`config.mk`:
```
export PLATFORM = sky130hd
export DESIGN_NAME = iserdes_deser_n
export DESIGN_NICKNAME = d
export VERILOG_FILES = /design/src/rtl/iserdes_deser_n.sv
export SDC_FILE = /design/constraint.sdc
export NUM_CORES = 1
export LEC_CHECK = 0
export BUFFER_PORTS_ARGS = -buffer_cell sky130_fd_sc_hd__buf_4
export CAP_MARGIN = 20
export CORE_MARGIN = 3
export CORE_UTILIZATION = 42
export CTS_CLUSTER_SIZE = 16
export DETAILED_ROUTE_END_ITERATION = 10
export PLACE_DENSITY = 0.68
export SYNTH_ARGS = -nofsm -noshare
export SYNTH_HDL_FRONTEND = slang
export SYNTH_SLANG_ARGS = --single-unit
```
`constraint.sdc`:
```
create_clock -name CLK -period 2.3 [get_ports CLK]
set_clock_uncertainty 0.2 [all_clocks]
set_input_delay 0.46 -clock CLK [delete_from_list [all_inputs] [get_ports CLK]]
set_output_delay 0.46 -clock CLK [all_outputs]
set_load 0.01 [all_outputs]
```
`src/rtl/iserdes_deser_n.sv`:
```
// Multi-channel SDR deserializer with internal word framing, bitslip alignment,
// clock-enable gating and a framing-phase readout. All channels share one framer.
module iserdes_deser_n #(
  parameter int NCH            = 1,
  parameter int DATA_WIDTH     = 4,
  parameter int BITSLIP_ENABLE = 1
) (
  input  logic                      CLK,
  input  logic                      RST_N,
  input  logic                      CE,
  input  logic [NCH-1:0]            D,
  input  logic                      BITSLIP,
  output logic [NCH*DATA_WIDTH-1:0] Q,
  output logic                      VALID,
  output logic [2:0]                PHASE,
  output logic                      SLIP_ACK,
  output logic [NCH-1:0]            SHIFTOUT
);

  localparam int                CNT_W      = $clog2(DATA_WIDTH);
  localparam logic [CNT_W-1:0]  CNT_LAST   = CNT_W'(DATA_WIDTH - 1);
  localparam logic [2:0]        PHASE_LAST = 3'(DATA_WIDTH - 1);

  logic [NCH-1:0][DATA_WIDTH-1:0] sr_q, sr_d;
  logic [NCH-1:0][DATA_WIDTH-1:0] q_q, q_d;
  logic [NCH-1:0]                 so_q, so_d;
  logic [CNT_W-1:0]               cnt_q, cnt_d;
  logic [2:0]                     phase_q, phase_d;
  logic                           valid_q, valid_d;
  logic                           slip_ack_q, slip_ack_d;
  logic                           slip_pending_q, slip_pending_d;
  logic                           bs_prev_q, bs_prev_d;

  logic slip_req;
  logic slip_now;
  logic word_end;

  always_comb begin
    slip_req = (BITSLIP_ENABLE != 0) && BITSLIP && !bs_prev_q;
    // A request on a CE edge is applied on that same edge.
    slip_now = CE && (slip_pending_q || slip_req);
    word_end = CE && !slip_now && (cnt_q == CNT_LAST);

    sr_d           = sr_q;
    q_d            = q_q;
    so_d           = so_q;
    cnt_d          = cnt_q;
    phase_d        = phase_q;
    bs_prev_d      = BITSLIP;
    valid_d        = word_end;
    slip_ack_d     = slip_now;
    slip_pending_d = slip_pending_q;

    if (slip_now) begin
      slip_pending_d = 1'b0;
    end else if (slip_req) begin
      slip_pending_d = 1'b1;
    end

    if (CE) begin
      for (int ch = 0; ch < NCH; ch++) begin
        sr_d[ch] = {D[ch], sr_q[ch][DATA_WIDTH-1:1]};
        so_d[ch] = sr_q[ch][0];
      end
      // A slip swallows one count so the next word spans one extra bit.
      if (slip_now) begin
        phase_d = (phase_q == PHASE_LAST) ? 3'd0 : phase_q + 3'd1;
      end else begin
        cnt_d = (cnt_q == CNT_LAST) ? '0 : cnt_q + CNT_W'(1);
      end
    end

    if (word_end) begin
      q_d = sr_d;
    end
  end

  always_ff @(posedge CLK or negedge RST_N) begin
    if (!RST_N) begin
      sr_q           <= '0;
      q_q            <= '0;
      so_q           <= '0;
      cnt_q          <= '0;
      phase_q        <= '0;
      valid_q        <= 1'b0;
      slip_ack_q     <= 1'b0;
      slip_pending_q <= 1'b0;
      bs_prev_q      <= 1'b0;
    end else begin
      sr_q           <= sr_d;
      q_q            <= q_d;
      so_q           <= so_d;
      cnt_q          <= cnt_d;
      phase_q        <= phase_d;
      valid_q        <= valid_d;
      slip_ack_q     <= slip_ack_d;
      slip_pending_q <= slip_pending_d;
      bs_prev_q      <= bs_prev_d;
    end
  end

  assign Q        = q_q;
  assign VALID    = valid_q;
  assign PHASE    = (BITSLIP_ENABLE != 0) ? phase_q : 3'd0;
  assign SLIP_ACK = slip_ack_q;
  assign SHIFTOUT = so_q;

endmodule

```
==> metrics.txt <==
Antenna Diode Count 0; deepest clock path buffer count 2; worst slew margin relative to its limit 85.0%; core utilization of the finished layout 56.3%; number of buffer and inverter stages on the critical path 1; r2r worst-path depth 3; count of distinct cell types in the synthesized netlist 14; unrepaired setup endpoints after global routing no; Post-CTS Resized 0; power density of the placed cells 1150 nW/um^2; run status finished clean; number of remaining DRC errors 0; post-layout minimum cycle time around 1500 ps; 1st-pass router iterations 2; ports placed on the boundary 15; Worst setup SP type register; number of warnings issued by yosys 0; arrival time of the worst setup path between 800 and 900 ps; clock tree root driver cell clkbuf_4; floorplan die width 47.9 um; gr ovfl total 0; Skew-Pair Late Insertion Delay 290 ps; Initial Util a little under half; area delta synth->final 20.2%; post-DR wirelength/cell approximately 12 um; largest voltage drop on the vdd net about 0.44 mV; Simple-Gate Fraction of Synth Area 7.80%; kind of path behind the tightest hold check in2reg; Compound-Gate Fraction of Synth Area 2.37%; number of antenna violations at the first check in global routing 0; CP max FO 4; leakage dissipation around 0.43 nW; Num CTS Buffers 3; setup TNS after final layout 0 ps; Worst Path Class, Setup reg2out; fraction of layout cells with a size suffix above 1 53.1%; multiplexer share of the synthesized area between 20% and 30%; actual transition at the worst max-transition pin 225 ps; hold path cells 1; global-route wire length before repair between 1500 and 2000 um; Total Routed Length 991 um; Top delay family on crit path flip-flops; post-CTS setup buffer count 0; cell type of the slowest stage on the worst timing path dfrtp_1; synthesized-area fraction occupied by xor and xnor cells 0%; hold_buf cts 1; detail-routed via count per cell 4.94; fin nets just over 70; area of the die 2300 um^2; # rows 14; final cell count without fillers 80; final estimated routing congestion in global placement 0.705; achievable frequency between 600 and 700 MHz; post-synthesis share of cell area spent on full adders, half adders and majority gates 3.39%; Critical Path Max Stage Delay about 420 ps; Synth Cell Area 738 um^2; Setup violations, final 0; aggregate global-route resource usage 10.7%; total nets after synthesis 54; routed via count 395; Filler Cells Inserted 132; gate count after technology mapping 47; Buffers on Ports 14; beginning of the worst register-to-register path bs_prev_q; period utilisation layout about two thirds; top library cells by usage in the layout, fill and taps aside 18 x dfrtp_1, 14 x buf_4, 9 x mux2_2; register bit total from synthesis 18; Hold Slack 85.0 ps; y dimension of the die 47.9 um; detailed router's first-iteration violation count 2; Max Slew Vio Count 0; number of clock sinks seen by CTS 18; number of nets still failing antenna checks after routing 0; largest net degree at the start of global routing 19; data required time at the worst endpoint roughly 1600 ps; cell chain of the critical path buf_4; hold_sp BITSLIP; dominant combinational cell family by area after synthesis multiplexers; start point of the critical path PHASE[0]; clock tree from TritonCTS done; MaxCap Viol Count 0; post-detail-place hpwl 744 um; syn_area_per_cell about 16 um^2; CTS clk-pin slew, worst paths 100 ps; number of cells on the critical path 1; final hold viol count 0; most common library cell in the layout ignoring fill and taps dfrtp_1; CORE AREA between 1500 and 2000 um^2; H-tree Lvls 1; Worst Setup End Kind output pin; Inst Count DP 75; via count of the first global-routing pass 378; share of the yosys chip area belonging to registers 61.0%
power by group:
group	leakage (nW)	switching, mW	internal (mW)
logic	0.187	0.130	0.220
registers	0.219	0.0609	0.420
clock network	0.0210	0.0928	0.0964
total	0.427	0.283	0.736
worst paths after layout:
check,to,slack [ps]
max,PHASE[0],780
min,bs_prev_q,90
max reg2reg,Q[1],880
min reg2reg,SHIFTOUT,320
max in group asynchronous,Q[1],1350
min in group asynchronous,PHASE[1],370
area by class of cell:
class | instances | area, um^2 | area share (%)
Timing Repair Buffer | 15 | 115 | 13.0
Multi-Input combinational cell | 26 | 262 | 29.5
Sequential cell | 18 | 450 | 50.8
Clock buffer | 4 | 36.3 | 4.09
Inverter | 1 | 3.75 | 0.423
Tap cell | 16 | 20.0 | 2.26
state kept, by name, summed over array words and instances, names as in the netlist:
name,flops
slip_pending_q,1
SLIP_ACK,1
PHASE,3
VALID,1
cnt_q,2
bs_prev_q,1
sr_q,4
Q,4
SHIFTOUT,1
through the flow:
step	total power [mW]	cell area [um^2]	worst slack (ps)
floorplan	0.697	738	716
global placement	0.836	841	686
detailed placement	0.844	841	674
CTS	1.04	887	765
global route	1.10	887	728
finish	1.02	887	784
per-layer routing:
layer | wire length (um) | global-route usage [%] | up-vias
li1 | - | - | 191
met1 | 461 | 12.3 | 193
met2 | 471 | 16.6 | 9
met3 | 43 | 3.38 | 2
met4 | 15 | 8.06 | 0
met5 | 0 | 0 | -
synthesized netlist by cell type:
cell / n / area [um^2]
nor2_1: 3 / 11.3
o21a_1: 1 / 7.51
ha_1: 2 / 25.0
mux2_4: 4 / 60.1
nor2b_1: 1 / 6.26
nor2b_4: 1 / 13.8
and2_2: 1 / 7.51
inv_1: 1 / 3.75
and3_4: 1 / 11.3
mux2_2: 9 / 101
buf_6: 2 / 22.5
dfrtp_1: 18 / 450
a21oi_1: 2 / 10.0
or2b_1: 1 / 7.51
kinds of logic after synthesis:
group | Yosys count
compound gates | 3
simple gates | 8
mux | 13
buf+inv | 3
flops | 18
fa+ha+maj | 2
Note: power is estimated with default switching activity, not from simulation.
